===== config.mk =====
export PLATFORM = sky130hd
export DESIGN_NAME = digdug_inputs
export DESIGN_NICKNAME = d
export VERILOG_FILES = /design/src/rtl/digdug_inputs.sv
export SDC_FILE = /design/constraint.sdc
export NUM_CORES = 1
export LEC_CHECK = 0
export ABC_CLOCK_PERIOD_IN_PS = 1600
export BUFFER_PORTS_ARGS = -buffer_cell sky130_fd_sc_hd__buf_4
export CORE_UTILIZATION = 40
export DETAILED_ROUTE_END_ITERATION = 16
export HOLD_SLACK_MARGIN = 0.02
export PLACE_DENSITY = 0.73
export SETUP_SLACK_MARGIN = 0.3
export SLEW_MARGIN = 20
export SYNTH_ARGS = -nofsm -noshare
export SYNTH_HDL_FRONTEND = slang
export SYNTH_SLANG_ARGS = --single-unit

===== constraint.sdc =====
create_clock -name MCLK -period 1.6 [get_ports MCLK]
set_input_delay 0.24 -clock MCLK [delete_from_list [all_inputs] [get_ports MCLK]]
set_output_delay 0.24 -clock MCLK [all_outputs]
set_load 0.005 [all_outputs]

===== src/rtl/digdug_inputs.sv =====
// digdug_inputs: conditions hps_io joystick words for the DigDug core's
// INP0/INP1 ports. It synchronises the inputs into the MCLK domain, merges
// player 2 into player 1 on an upright cabinet, and turns coin presses into
// frame-counted pulses with a lockout gap and a one-deep pending queue.
// Optional build macro: INP_FOURWAY_EN restricts each stick to 4-way motion.
module digdug_inputs #(
    parameter int unsigned COIN_FRAMES = 4,
    parameter int unsigned COIN_GAP    = 2
) (
    input  logic        MCLK,
    input  logic        RESET_N,
    input  logic [15:0] JOY1,
    input  logic [15:0] JOY2,
    input  logic        VBLK,
    input  logic        CABINET,
    input  logic        SERVICE,
    output logic [7:0]  INP0,
    output logic [7:0]  INP1
);

    localparam logic [3:0] PULSE_LEN = 4'(COIN_FRAMES);
    localparam logic [3:0] GAP_LEN   = 4'(COIN_GAP);

    typedef enum logic [1:0] {ST_IDLE, ST_PULSE, ST_GAP} coin_state_e;

    // Stick nibble in INP1 order: {left, down, right, up}.
    function automatic logic [3:0] stick(input logic [7:0] j);
        return {j[1], j[2], j[0], j[3]};
    endfunction

    logic [7:0] j1_meta, j1_sync, j2_meta, j2_sync;
    logic       vblk_meta, vblk_sync, vblk_prev;
    logic       svc_meta, svc_sync;
    logic [1:0] coin_prev;

    // Upper joystick bits carry nothing the core uses.
    logic unused_joy_hi;
    assign unused_joy_hi = ^{JOY1[15:8], JOY2[15:8]};

    // Two-flop synchronisers, plus delayed copies of VBLK and the coins for edge detection.
    always_ff @(posedge MCLK or negedge RESET_N) begin
        if (!RESET_N) begin
            j1_meta   <= '0;
            j1_sync   <= '0;
            j2_meta   <= '0;
            j2_sync   <= '0;
            vblk_meta <= 1'b0;
            vblk_sync <= 1'b0;
            vblk_prev <= 1'b0;
            svc_meta  <= 1'b0;
            svc_sync  <= 1'b0;
            coin_prev <= '0;
        end else begin
            // NOTE: non-blocking assignments make each stage capture the previous stage's old value, forming a real shift chain.
            j1_meta   <= JOY1[7:0];
            j1_sync   <= j1_meta;
            j2_meta   <= JOY2[7:0];
            j2_sync   <= j2_meta;
            vblk_meta <= VBLK;
            vblk_sync <= vblk_meta;
            vblk_prev <= vblk_sync;
            svc_meta  <= SERVICE;
            svc_sync  <= svc_meta;
            coin_prev <= {j2_sync[7], j1_sync[7]};
        end
    end

    logic       frame_tick;
    logic [1:0] coin_edge;
    assign frame_tick = vblk_sync & ~vblk_prev;
    assign coin_edge  = {j2_sync[7], j1_sync[7]} & ~coin_prev;

    logic [3:0] p1_dir, p2_dir, p1_out, p2_out;
    logic       p1_pump, p2_pump;

    // Upright cabinets share one control panel, so player 2 also drives player 1.
    always_comb begin
        // NOTE: every output gets a default first so no path leaves a value unassigned and no latch is inferred.
        p1_dir  = stick(j1_sync);
        p1_pump = j1_sync[4];
        p2_dir  = stick(j2_sync);
        p2_pump = j2_sync[4];
        if (!CABINET) begin
            p1_dir  = stick(j1_sync | j2_sync);
            p1_pump = j1_sync[4] | j2_sync[4];
        end
    end

`ifdef INP_FOURWAY_EN
    // Axis activity with opposite pairs cancelled.
    function automatic logic vert_on(input logic [3:0] d);
        return d[2] ^ d[0];
    endfunction

    function automatic logic horz_on(input logic [3:0] d);
        return d[3] ^ d[1];
    endfunction

    // Newly active axis wins (vertical on a tie); otherwise keep the held axis.
    function automatic logic [3:0] four_way(input logic [3:0] d, input logic v_was,
                                            input logic h_was, input logic [3:0] held);
        logic [3:0] clean;
        logic       take_vert;
        clean = {d[3] & ~d[1], d[2] & ~d[0], d[1] & ~d[3], d[0] & ~d[2]};
        if (!v_was)
            take_vert = 1'b1;
        else if (!h_was)
            take_vert = 1'b0;
        else
            take_vert = ~(held[3] | held[1]);
        if (vert_on(d) && horz_on(d))
            return take_vert ? (clean & 4'b0101) : (clean & 4'b1010);
        return clean;
    endfunction

    logic [1:0] vert_prev, horz_prev;

    // Remember which axes were active last cycle to spot a newly pressed axis.
    always_ff @(posedge MCLK or negedge RESET_N) begin
        if (!RESET_N) begin
            vert_prev <= '0;
            horz_prev <= '0;
        end else begin
            vert_prev <= {vert_on(p2_dir), vert_on(p1_dir)};
            horz_prev <= {horz_on(p2_dir), horz_on(p1_dir)};
        end
    end

    // Filter each stick, using the registered output as the held direction.
    always_comb begin
        p1_out = four_way(p1_dir, vert_prev[0], horz_prev[0], INP1[3:0]);
        p2_out = four_way(p2_dir, vert_prev[1], horz_prev[1], INP1[7:4]);
    end
`else
    assign p1_out = p1_dir;
    assign p2_out = p2_dir;
`endif

    logic [1:0] coin_active;

    for (genvar c = 0; c < 2; c++) begin : g_coin
        coin_state_e state;
        logic [3:0]  cnt;
        logic        pending;
        logic        exit_now;

        // A zero-length gap ends the window on the same tick that ends the pulse.
        assign exit_now = frame_tick && (cnt == 4'd1) &&
                          ((state == ST_GAP) || (state == ST_PULSE && GAP_LEN == 4'd0));
        assign coin_active[c] = (state == ST_PULSE);

        // Coin pulse shaper: pulse, lockout gap, then replay one queued press.
        always_ff @(posedge MCLK or negedge RESET_N) begin
            if (!RESET_N) begin
                state   <= ST_IDLE;
                cnt     <= '0;
                pending <= 1'b0;
            end else if (state == ST_IDLE) begin
                if (coin_edge[c]) begin
                    state <= ST_PULSE;
                    cnt   <= PULSE_LEN;
                end
            end else if (exit_now) begin
                pending <= 1'b0;
                if (pending || coin_edge[c]) begin
                    state <= ST_PULSE;
                    cnt   <= PULSE_LEN;
                end else begin
                    state <= ST_IDLE;
                    cnt   <= '0;
                end
            end else begin
                if (coin_edge[c])
                    pending <= 1'b1;
                if (frame_tick) begin
                    if (state == ST_PULSE && cnt == 4'd1) begin
                        state <= ST_GAP;
                        cnt   <= GAP_LEN;
                    end else begin
                        cnt <= cnt - 4'd1;
                    end
                end
            end
        end
    end

    // Output registers feeding the core's input ports.
    always_ff @(posedge MCLK or negedge RESET_N) begin
        if (!RESET_N) begin
            INP0 <= '0;
            INP1 <= '0;
        end else begin
            INP0 <= {svc_sync, 1'b0, coin_active[1], coin_active[0],
                     j1_sync[6] | j2_sync[6], j1_sync[5] | j2_sync[5], p2_pump, p1_pump};
            INP1 <= {p2_out, p1_out};
        end
    end

endmodule


# Yosys cells after proc, flatten, opt, wreduce, memory -nomap -nowiden
# Cells that the tools add are included.
# Widths: inputs -> output; s select.
classes:
  addsub: 2
  mul: 0
  div: 0
  n_lt_le_gt_ge: 0
  eq_ne: 8
  n_shift: 0
  n_mux: 30
  bitwise: 10
  n_reduce_logical: 22
op_table:
  columns: ["cell", "count"]
  rows:
  - ["$mux 4", 11]
  - ["$mux 2", 10]
  - ["$reduce_bool 3->1", 4]
  - ["$eq 4x1->1 const B", 2]
  - ["$reduce_and 2->1", 4]
  - ["$sub 4x1->4 const B", 2]
  - ["$mux 1", 7]
  - ["$logic_and 1x1->1", 6]
  - ["$mux 3", 2]
  - ["$reduce_and 3->1", 2]
  - ["$eq 2x1->1 const B", 2]
  - ["$eq 2x2->1 const B", 2]
  - ["$logic_not 2->1", 2]
  - ["$ne 2x2->1 const B", 2]
  - ["$or 4x4->4", 1]
  - ["$reduce_bool 2->1", 2]
  - ["$not 1->1", 3]
  - ["$or 1x1->1", 3]
  - ["$and 2x2->2", 1]
  - ["$logic_or 1x1->1", 2]
  - ["$not 2->2", 1]
  - ["$and 1x1->1", 1]
totals:
  register_bits: 68
  latchBits: 0
  mem_bits_rw: 0
  mem_bits_ro: 0
  input_bits: 37
  wordCells: 90
  n_memories: 0

# Longest topological paths before layout
# Gate-level depths: netlist of the first run.
logic_depth:
  word_depth: 6
  mapped_depth: 6
  depth_no_buf: 6

# Worst setup path before layout of the first run
# No wires, ideal clock.
synth_timing:
  path_kind: "register to register"
  start: "register g_coin[1].cnt[1]"
  end: "register g_coin[1].pending"
  setup_ns: 0.121
  arrival_time_ns: 1.407
  required_time_ns: 1.479
  path_slack_ns: 0.072
  path_stages_with_launch: 7
  n_path_buf: 0
  period_less_slack_ns: 1.528
  path_cell_list: "dfrtp_1 -> inv_1 -> ha_1 -> or3b_4 -> o21ai_4 -> o21ai_1 -> o22a_1"
synth_between:
  elab_chain_cells: 5
synth_rtl:
  columns: ["element", "line_no", "source"]
  rows:
  - ["start, declared", "143", "logic [3:0] cnt;"]
  - ["start signal, assigned", "180", "cnt <= cnt - 4'd1;"]
  - ["$eq 4x1->1 (*)", "148", "assign exit_now = frame_tick && (cnt == 4'd1) &&"]
  - ["$logic_and 1x1->1 (*) (2 in series)", "148", null]
  - ["$reduce_bool 2->1 (no source line)", null, null]
  - ["$reduce_and 2->1 (no source line)", null, null]
  - ["end signal, assigned", "157", "pending <= 1'b0;"]
  - ["end signal, assigned", "164", "pending <= 1'b0;"]
  - ["end signal, assigned", "174", "pending <= 1'b1;"]
  - ["end, declared", "144", "logic pending;"]
# Every way passes the cells marked *; elsewhere a longest branch is shown, timed or not.
# A chain may end at the register's enable or synchronous reset.

# Worst setup path in the final report of the first run
layout_timing:
  start: "register g_coin[1].cnt[1]"
  end: "register g_coin[1].cnt[3]"
layout_between:
  elab_chain_cells: 6
layout_rtl:
  columns: ["element"]
  rows:
  - ["parallel branches: the longest is 6 deep, another holds $sub 4x1->4"]
# Several ways; the timed one is not identified. The select of a mux whose other input is x is not followed.

==> results of run 1 <==
[cells in the mapped netlist (all sizes together)]
cell	count
a211oi	1
a21boi	1
a21o	6
a21oi	5
a221o	1
a22o	2
a31o	1
and2b	1
buf	6
conb	1
dfrtp	68
ha	4
inv	8
mux2	1
mux2i	2
nand2	8
nand2b	1
nand3	1
nor2	3
nor2b	7
nor3b	3
nor4	1
nor4bb	2
o211ai	2
o21a	2
o21ai	9
o221ai	1
o22a	2
o22ai	2
o311ai	1
o31a	1
o31ai	2
o32a	1
or2	2
or2b	1
or3	1
or3b	2
or4	1
[area by class of cell]
| class | count | share of cell area, % |
|---|---|---|
| Sequential cell | 68 | 51.0 |
| Multi-Input combinational cell | 82 | 20.8 |
| Timing Repair Buffer | 74 | 18.9 |
| Clock buffer | 10 | 3.82 |
| Tap cell | 72 | 2.70 |
| Clock inverter | 6 | 1.91 |
| Inverter | 8 | 0.899 |
[cell families after synthesis]
family,count (synthesis)
flip-flops,68
AO/OA/AOI/OAI,40
AND/OR/NAND/NOR,34
buffers and inverters,14
adder cells (fa/ha/maj),4
multiplexers,3
other,1
[routing by layer]
| metal | vias up | wire [microns] |
|---|---|---|
| met1 | 753 | 1700 |
| met5 | - | 0 |
| met2 | 30 | 2260 |
| met4 | 0 | 110 |
| met3 | 11 | 152 |
| li1 | 724 | - |
[power groups by stage]
stage	Clock (mW)	Sequential, mW	Combinational, mW
2_1_floorplan	0	2.14	0.801
3_3_place_gp	0	2.22	0.985
3_5_place_dp	0	2.24	1.01
4_1_cts	1.38	2.21	1.23
5_1_grt	1.47	2.25	1.54
6_report	1.33	2.22	1.39
[worst register-to-register path: cells and delay by family, from the launching register on]
kind	cells	cell delay, ns
compound gates	2	0.40
flops	1	0.39
buf+inv	1	0.08
simple gates	2	0.48
fa+ha+maj	1	0.12
[path summary, 6_finish.rpt]
check	slack [ns]	from	cells after the start	end
min	0.28	CABINET	3	INP1[3]
max reg2reg	0.02	g_coin[1].cnt[1]	6	g_coin[1].cnt[3]
max	0.02	g_coin[1].cnt[1]	6	g_coin[1].cnt[3]
min in group asynchronous	0.46	RESET_N	3	j1_meta[2]
max in group asynchronous	0.86	RESET_N	3	g_coin[0].state[1]
min reg2reg	0.35	j2_meta[4]	0	j2_sync[4]
[stage by stage]
step                std cells  cell area, sq um  worst slack, ns  utilization, %  hold slack, ns
floorplan                 164              2410           0.0721               -         -0.0556
global placement          271              2770         -0.00354            49.4           0.265
detailed placement        271              2770          -0.0456            49.4           0.269
CTS                       315              3240         -0.00315            57.8           0.257
global route              320              3340          -0.0474            59.6           0.291
finish                    320              3340           0.0164            59.6           0.275
[registers in the layout, summed over array words and instances (netlist names)]
name            flops
INP0                7
INP1                8
coin_prev           2
g_coin.cnt          8
g_coin.pending      2
g_coin.state        4
j1_meta             8
j1_sync             8
j2_meta             8
j2_sync             8
svc_meta            1
svc_sync            1
vblk_meta           1
vblk_prev           1
vblk_sync           1
[repair_timing]
item	4_1_cts	5_1_grt
setup endpoints to repair	14	14
gates resized for setup	5	13
hold endpoints to repair	86	0
gates cloned	0	0
hold buffers	19	0
pin swaps	8	6
setup buffers	9	5
==> summary.md, run 1 <==
| Metric | Value |
|---|---|
| Status | complete, no violations |
| Worst Skew | 0.00931 ns |
| Post-synthesis mux area share | 1.47% |
| Gr ovfl total | 0 |
| Rows | 27 |
| Vias in the first global route | 1,530 |
| Crit end category | register |
| Routed wire length | 4220 microns |
| Placer Congestion | 0.877 |
| Count of state elements after synthesis | 68 |
| CTS clk-pin slew, worst paths | 0.08 ns |
| Clock Power Share | 27.0% |
| P&R area growth vs syn | 40.2% |
| Pint | 3.48 mW |
| Top cell type's share of synthesized area | 71.4% |
| Seq/Total Area, Yosys | 71.4% |
| Synth cell types | 47 |
| Finish-stage setup viols | 0 |
| M2 GR Usage | 24.7% |
| IO Pins | 53 |
| Tightest Hold Check Type | in -> reg |
| CTS buffer count | 9 |
| DRC viols | 0 |
| Worst vdd ir | 0.000757 V |
| Most frequent cells in the layout | dfrtp_1, buf_4, dlygate4sd3_1, clkbuf_8, nand2_1 |
| GRT Util Overall | 15.0% |
| Unrepaired setup endpoints after global routing | yes |
| DP Wirelength | 2390 microns |
| Static leakage | 1.52 nW |
| Synth Area in Simple Gates | 9.30% |
| Final #Nets | 284 |
| Final period util | 99.0% |
| Max FO, Critical Path | 6 |
| Met3 usage | 4.94% |
| Post-Syn Area per Cell | 14.5 sq um |
| Filler cell count | 443 |
| Synth area leader | dfrtp_1 |
| Register share of total power | 44.9% |
| Max-Cap Viols | 0 |
| Crit path DAT | 1.81 ns |
| Slowest stage cell on the critical path | or3b_4 |
| Yosys warning count | 0 |
| Required @ worst endpoint | 1.82 ns |
| Multi-input gate area | 694 sq um |
| Synth Net Count | 205 |
| N_diodes | 0 |
| Clk sinks | 68 |
| Vias per cell | 4.74 |
| Initial DRC Count | 88 |
| H-tree depth | 3 |
| Buffers & Inverters on Critical Path | 1 |
| Final hold vios | 0 |
| Comb pwr share | 28.2% |
| Synth Area in XOR/XNOR | 0% |
| Setup CP Type | reg -> reg |
| Starting Density | 42.5% |
| Clk buf depth | 2 |
| Sequential cell area | 1700 sq um |
| Commonest non-fill, non-tap cell in the layout | dfrtp_1 |
| Fin. max-slew vios | 0 |
| Met1 usage | 17.1% |
| Pin count of the biggest net entering global routing | 69 |
| Busiest grt layer | met2 |
| Detailed-route via count | 1,518 |
| Share of cells above drive strength 1 | 37.9% |
| Post-synthesis adder-cell area fraction | 2.10% |
| Die Ht | 79.2 microns |
| Compound-Gate Fraction of Synth Area | 12.3% |
| First-pass GRT wire length | 6920 microns |
| Overall Power | 4.94 mW |
| Insertion delay to the later sink of the worst-skew pair | 0.33 ns |
| Initial antenna violation count | 0 |
| Synth top area cells | dfrtp_1, ha_1, a21o_1, nor2b_1, o21ai_1 |
| Startpoint Class | register |
| Mapped Cells | 164 |
| F_max | 631 MHz |
| Minimum clock period | 1.58 ns |
| IO buf count | 35 |
| TritonCTS clock tree | built |
| Final TNS setup | 0 ns |
| Die footprint | 6270 sq um |
| Sw frac | 29.6% |
| TritonRoute pass-1 iters | 4 |
| Chip width | 79.2 microns |
| Post-synthesis cell area | 2380 sq um |
| Cell area power density | 1480 nW/um^2 |
| Post-route ant nets | 0 |
| Routed wire per std cell | 13.2 microns |
| Cell family with most CP delay | simple AND/OR/NAND/NOR gates |
| Switch Pwr | 1.46 mW |
| CTS Root Cell | clkbuf_8 |
| Main combinational cell family by area after synthesis | compound AO/OA/AOI/OAI gates |
| Crit-path max cell delay | 0.40 ns |
| CORE AREA | 5610 sq um |
| CP Cell Sequence | inv_2 > ha_4 > or3b_4 > o21ai_4 > nand2_1 > a22o_1 |
Note: power is estimated with default switching activity, not from simulation.
==> run 2, diff against run 1 <==
--- a/config.mk
+++ b/config.mk
@@ -7,10 +7,10 @@
 export LEC_CHECK = 0
 export ABC_CLOCK_PERIOD_IN_PS = 1600
 export BUFFER_PORTS_ARGS = -buffer_cell sky130_fd_sc_hd__buf_4
-export CORE_UTILIZATION = 40
+export CORE_UTILIZATION = 47
 export DETAILED_ROUTE_END_ITERATION = 16
 export HOLD_SLACK_MARGIN = 0.02
-export PLACE_DENSITY = 0.73
+export PLACE_DENSITY = 0.83
 export SETUP_SLACK_MARGIN = 0.3
 export SLEW_MARGIN = 20
 export SYNTH_ARGS = -nofsm -noshare
==> run 2 against run 1 <==
- total power is 1.1% lower
- first-iteration DRC count decreased by 18%
- critical path depth did not move
- clock skew shrank 0.0025 ns
- non-clock buffer count increased by 2
- cell count fell by 1.3%
- critical path type unchanged
==> summary.md, run 2 (synthesis gave the netlist of run 1 again) <==
| Metric | Value |
|---|---|
| Required @ worst endpoint | 1.87 ns (was 1.82 ns) |
| Finish-stage setup viols | 0 (unchanged) |
| Die Ht | 73.2 microns (was 79.2 microns) |
| Crit end category | register (unchanged) |
| Worst vdd ir | 0.000749 V (was 0.000757 V) |
| F_max | 639 MHz (was 631 MHz) |
| CTS buffer count | 9 (unchanged) |
| Static leakage | 1.52 nW (about the same) |
| Pre-CTS setup slack | -0.00705 ns (was -0.0456 ns) |
| TritonRoute pass-1 iters | 4 (unchanged) |
| Initial DRC Count | 72 (was 88) |
| CTS Root Cell | clkbuf_8 (unchanged) |
| Sequential cell area | 1700 sq um (unchanged) |
| Gr ovfl total | 0 (unchanged) |
| Max FO, Critical Path | 6 (unchanged) |
| Fin. max-slew vios | 0 (unchanged) |
| Initial antenna violation count | 0 (unchanged) |
| Register share of total power | 45.7% (was 44.9%) |
| Final period util | 97.8% (was 99.0%) |
| IO Pins | 53 (unchanged) |
| Detailed-route via count | 1,558 (was 1,518) |
| Clk sinks | 68 (unchanged) |
| Die footprint | 5360 sq um (was 6270 sq um) |
| Switch Pwr | 1.52 mW (was 1.46 mW) |
| First-pass GRT wire length | 7160 microns (was 6920 microns) |
| Cell area power density | 1470 nW/um^2 (was 1480 nW/um^2) |
| Most frequent cells in the layout | dfrtp_1, buf_4, dlygate4sd3_1, clkbuf_8, nand2_1 (unchanged) |
| Minimum clock period | 1.57 ns (was 1.58 ns) |
| Buffers & Inverters on Critical Path | 1 (unchanged) |
| Routed wire length | 4600 microns (was 4220 microns) |
| H-tree depth | 3 (unchanged) |
| Clock Power Share | 23.4% (was 27.0%) |
| Final TNS setup | 0 ns (unchanged) |
| Vias per cell | 4.93 (was 4.74) |
| GRT Util Overall | 18.8% (was 15.0%) |
| Slowest stage cell on the critical path | or3b_4 (unchanged) |
| IO buf count | 35 (unchanged) |
| Final #Nets | 286 (was 284) |
| Insertion delay to the later sink of the worst-skew pair | 0.33 ns (about the same) |
| N_diodes | 0 (unchanged) |
| Status | complete, no violations (unchanged) |
| TritonCTS clock tree | built (unchanged) |
| CTS clk-pin slew, worst paths | 0.07 ns (was 0.08 ns) |
| Cells after DPL | 268 (was 271) |
| Pint | 3.36 mW (was 3.48 mW) |
| Startpoint Class | register (unchanged) |
| Tightest Hold Check Type | in -> reg (unchanged) |
| Overall Power | 4.89 mW (was 4.94 mW) |
| Crit path DAT | 1.84 ns (was 1.81 ns) |
| Rows | 25 (was 27) |
| Non-filler cells, final | 316 (was 320) |
| Worst Skew | 0.00681 ns (was 0.00931 ns) |
| Post-route ant nets | 0 (unchanged) |
| Comb pwr share | 30.9% (was 28.2%) |
| Final hold vios | 0 (unchanged) |
| CORE AREA | 4790 sq um (was 5610 sq um) |
| Cell family with most CP delay | compound AO/OA/AOI/OAI gates (was simple AND/OR/NAND/NOR gates) |
| Clk buf depth | 2 (unchanged) |
| P&R area growth vs syn | 39.8% (was 40.2%) |
| Chip width | 73.2 microns (was 79.2 microns) |
| Crit-path max cell delay | 0.40 ns (about the same) |
| Routed wire per std cell | 14.5 microns (was 13.2 microns) |
| Starting Density | 49.8% (was 42.5%) |
| Multi-input gate area | 716 sq um (was 694 sq um) |
| Share of cells above drive strength 1 | 40.2% (was 37.9%) |
| Unrepaired setup endpoints after global routing | yes (unchanged) |
| Final core utilization | 69.6% (was 59.6%) |
| Commonest non-fill, non-tap cell in the layout | dfrtp_1 (unchanged) |
| CP Cell Sequence | inv_2 > ha_4 > or3b_4 > o21ai_4 > o21a_1 > o22a_1 (was inv_2 > ha_4 > or3b_4 > o21ai_4 > nand2_1 > a22o_1) |
| Vias in the first global route | 1,555 (was 1,530) |
| Max-Cap Viols | 0 (unchanged) |
| Filler cell count | 328 (was 443) |
| Pin count of the biggest net entering global routing | 34 (was 69) |
| Placer Congestion | 0.860 (was 0.877) |
| Setup CP Type | reg -> reg (unchanged) |
| DP Wirelength | 2550 microns (was 2390 microns) |
| DRC viols | 0 (unchanged) |
| Worst Setup Slack, final | 0.0348 ns (was 0.0164 ns) |
| Sw frac | 31.2% (was 29.6%) |
==> run 2: cell types whose count changed in the layout (fill, tap and decap cells not counted), sizes merged <==
cell    delta
buf        +2
inv        -1
clkinv     +1
bufinv     -1
==> run 2: stage by stage <==
| step | area, sq um | hold slack (ns) |
|---|---|---|
| floorplan | 2410 | -0.0556 |
| global placement | 2780 | 0.127 |
| detailed placement | 2780 | 0.131 |
| CTS | 3230 | 0.245 |
| global route | 3330 | 0.255 |
| finish | 3330 | 0.249 |
==> run 2: area by class of cell <==
type                       instances  share of cell area, %
tap                               67                   2.52
clock buffer                      10                   3.83
inverter                           8                  0.902
sequential                        68                   51.2
clock inverter                     5                  0.902
multi-input combinational         82                   21.5
timing repair buffer              76                   19.2
==> run 2: timing repair <==
item,CTS,global route
pin swaps,8,5
resized for setup,9,11
gates cloned,0,0
setup endpoints to repair,14,14
hold buffers,19,0
setup buffers,8,6
endpoints found under the hold margin,36,0
==> run 2: power groups by stage <==
stage                     logic (mW)  registers [mW]  clock network, mW
after CTS                       1.24            2.22               1.17
after global placement         0.992            2.22                  0
after detailed placement        1.03            2.24                  0
after floorplan                0.801            2.14                  0
after global routing            1.64            2.27               1.25
final                           1.51            2.23               1.14
==> run 2: path summary, 6_finish.rpt <==
check | slack [ns] | from | to | cells after the start
max | 0.03 | g_coin[1].cnt[1] | g_coin[1].state[0] | 6
min | 0.25 | CABINET | INP1[0] | 3
max reg2reg | 0.03 | g_coin[1].cnt[1] | g_coin[1].state[0] | 6
min reg2reg | 0.35 | j2_meta[3] | j2_sync[3] | 0
max in group asynchronous | 0.80 | RESET_N | g_coin[0].cnt[2] | 3
min in group asynchronous | 0.31 | RESET_N | j2_meta[4] | 2
==> run 2: worst min-delay path: cells and delay by family <==
kind,cells,cell delay (ns)
compound gates,1,0.16
buf+inv,2,0.14
==> run 2: metal layers <==
| layer | vias up | part of all wire, % | track usage [%] |
|---|---|---|---|
| met3 | 14 | 2.8 | 4.97 |
| li1 | 730 | - | - |
| met1 | 781 | 39 | 20.9 |
| met4 | 0 | 2.8 | 11.1 |
| met5 | - | 0 | 0 |
| met2 | 33 | 55 | 32.4 |
==> run 3, diff against run 2 <==
--- a/config.mk
+++ b/config.mk
@@ -11,6 +11,7 @@
 export DETAILED_ROUTE_END_ITERATION = 16
 export HOLD_SLACK_MARGIN = 0.02
 export PLACE_DENSITY = 0.83
+export RECOVER_POWER = 50
 export SETUP_SLACK_MARGIN = 0.3
 export SLEW_MARGIN = 20
 export SYNTH_ARGS = -nofsm -noshare
==> constraint.sdc (replaced) <==
create_clock -name MCLK -period 1.6 [get_ports MCLK]
set_input_delay 0.24 -clock MCLK [delete_from_list [all_inputs] [get_ports MCLK]]
set_output_delay 0.24 -clock MCLK [all_outputs]
set_load 0.01 [all_outputs]
==> run 3 against run 2 <==
- clock skew hardly changed
- cell count stayed put
- design area is 0.49% lower
- clock power hardly changed
- die area stayed put
- register-to-register slack hardly changed
- non-clock buffer count stayed put
- first-iteration DRC count is 4.2% lower
- critical endpoint is now g_coin[1].cnt[0]
- via count is 0.96% higher
- combinational power hardly changed
- clock-buffer cell count stayed put
- fmax hardly changed
- largest power group unchanged
==> summary.md, run 3 (synthesis gave the netlist of run 1 again) <==
| Metric | Value |
|---|---|
| DRC viols | 0 (unchanged) |
| Final hold vios | 0 (unchanged) |
| R2R Path Start | g_coin[1].cnt[1] (unchanged) |
| CP Cell Sequence | inv_2 > ha_4 > or3b_4 > o21ai_4 > a211oi_2 > a21o_1 (was inv_2 > ha_4 > or3b_4 > o21ai_4 > o21a_1 > o22a_1) |
| Buffers & Inverters on Critical Path | 1 (unchanged) |
| Clk buf depth | 2 (unchanged) |
| Worst vdd ir | 0.000751 V (was 0.000749 V) |
| Met1 usage | 20.9% (unchanged) |
| Met3 usage | 4.97% (unchanged) |
| P&R area growth vs syn | 39.1% (was 39.8%) |
| Pin count of the biggest net entering global routing | 34 (unchanged) |
| Unrepaired setup endpoints after global routing | yes (unchanged) |
| Worst Skew | 0.00708 ns (was 0.00681 ns) |
| GRT Util Overall | 18.8% (unchanged) |
| Die Ht | 73.2 microns (unchanged) |
| DP Wirelength | 2550 microns (unchanged) |
| Overall Power | 4.89 mW (about the same) |
| Chip width | 73.2 microns (unchanged) |
| Crit path from | g_coin[1].cnt[1] (unchanged) |
| Cell area power density | 1480 nW/um^2 (was 1470 nW/um^2) |
| Status | complete, no violations (unchanged) |
| CTS Root Cell | clkbuf_8 (unchanged) |
| Routed wire length | 4580 microns (was 4600 microns) |
| Vias per cell | 4.98 (was 4.93) |
| Commonest non-fill, non-tap cell in the layout | dfrtp_1 (unchanged) |
| H-tree depth | 3 (unchanged) |
| IO Pins | 53 (unchanged) |
| Hold path startpoint | CABINET (unchanged) |
| TritonRoute pass-1 iters | 5 (was 4) |
| Post-route ant nets | 0 (unchanged) |
| Final period util | 97.8% (about the same) |
| M2 GR Usage | 32.4% (unchanged) |
| Setup CP Type | reg -> reg (unchanged) |
| Fin. max-slew vios | 0 (unchanged) |
| Placer Congestion | 0.860 (unchanged) |
| TritonCTS clock tree | built (unchanged) |
| N_diodes | 0 (unchanged) |
| Required @ worst endpoint | 1.82 ns (was 1.87 ns) |
| Busiest grt layer | met2 (unchanged) |
| CORE AREA | 4790 sq um (unchanged) |
| Share of cells above drive strength 1 | 39.8% (was 40.2%) |
| Final #Nets | 286 (unchanged) |
| Crit-path max cell delay | 0.40 ns (about the same) |
| Vias in the first global route | 1,555 (unchanged) |
| First-pass GRT wire length | 7160 microns (unchanged) |
| Rows | 25 (unchanged) |
| Crit path DAT | 1.78 ns (was 1.84 ns) |
| Initial antenna violation count | 0 (unchanged) |
| IO buf count | 35 (unchanged) |
| Cell family with most CP delay | compound AO/OA/AOI/OAI gates (unchanged) |
| Final core utilization | 69.2% (was 69.6%) |
| Crit end category | register (unchanged) |
| Slew headroom | 46.9% |
| Insertion delay to the later sink of the worst-skew pair | 0.33 ns (about the same) |
| Max-Cap Viols | 0 (unchanged) |
| Startpoint Class | register (unchanged) |
| Routed wire per std cell | 14.5 microns (about the same) |
| Most frequent cells in the layout | dfrtp_1, buf_4, dlygate4sd3_1, clkbuf_4, clkbuf_8 (was dfrtp_1, buf_4, dlygate4sd3_1, clkbuf_8, nand2_1) |
| Slowest stage cell on the critical path | or3b_4 (unchanged) |
| Initial DRC Count | 69 (was 72) |
| CTS clk-pin slew, worst paths | 0.07 ns (about the same) |
| F_max | 639 MHz (about the same) |
| Static leakage | 1.51 nW (was 1.52 nW) |
| Least-Margin Pin Slew | 0.797 ns |
| R2R Setup Slk | 0.04 ns (was 0.03 ns) |
| Minimum clock period | 1.56 ns (was 1.57 ns) |
| Die footprint | 5360 sq um (unchanged) |
| Clk sinks | 68 (unchanged) |
| Gr ovfl total | 0 (unchanged) |
| Detailed-route via count | 1,573 (was 1,558) |
| CTS buffer count | 9 (unchanged) |
| Max FO, Critical Path | 6 (unchanged) |
| Tightest Hold Check Type | in -> reg (unchanged) |
| Finish-stage setup viols | 0 (unchanged) |
| Starting Density | 49.8% (unchanged) |
==> run 3: cell count changes in the layout (fill, tap and decap cells not counted) <==
cell      change
buf_4        -18
buf_12        -1
dfrtp_1       +1
clkbuf_4     +18
dfrtp_2       -1
clkbuf_2      +1
==> run 3: final cells by class <==
cell class              count  area (sq um)
clock inverters             5          30.0
inverters                   8          30.0
well taps                  67          83.8
clock buffers              10           128
multi-input cells          82           716
fillers                   331          1470
repair buffers             76           623
flip-flops and latches     68          1700
==> run 3: final timing paths <==
kind	end	cells after the start
worst min-delay path	INP1[0]	3
min in group asynchronous	j2_meta[4]	2
worst max-delay path	g_coin[1].cnt[0]	6
worst max register to register	g_coin[1].cnt[0]	6
worst min register to register	j2_sync[3]	0
max in group asynchronous	g_coin[0].cnt[0]	3
==> run 3: power breakdown <==
| group | switching, mW | internal (mW) |
|---|---|---|
| registers | 0.275 | 1.95 |
| clock network | 0.596 | 0.544 |
| logic | 0.666 | 0.857 |
| total | 1.54 | 3.36 |
==> run 3: per-layer routing <==
metal / share of wire, % / up-vias
met3: 3.4 / 13
met1: 38 / 788
met5: 0 / -
li1: - / 731
met4: 2.4 / 0
met2: 56 / 41
==> run 3: per-stage QoR <==
| step | instances | setup WS [ns] | hold WS [ns] | area (sq um) | setup TNS [ns] |
|---|---|---|---|---|---|
| 5_1_grt | 316 | -0.0322 | 0.255 | 3310 | -0.150 |
| 3_3_place_gp | 268 | 0.0167 | 0.127 | 2780 | 0 |
| 2_1_floorplan | 164 | 0.0721 | -0.0556 | 2410 | 0 |
| 4_1_cts | 310 | 0.0218 | 0.245 | 3230 | 0 |
| 3_5_place_dp | 268 | -0.00705 | 0.131 | 2780 | -0.0114 |
| 6_report | 316 | 0.0357 | 0.251 | 3310 | 0 |
==> run 3: timing repair <==
action                     4_1_cts  5_1_grt
resized for setup                9       11
hold buffers                    19        0
cloned                           0        0
setup endpoints to repair       14       14
pin swaps                        8        5
setup buffers                    8        6
hold endpoints to repair        36        0
==> run 3: worst min-delay path, cell delays in order <==
cell,delay (ns)
buf_4,0.07
inv_1,0.07
a21o_1,0.16
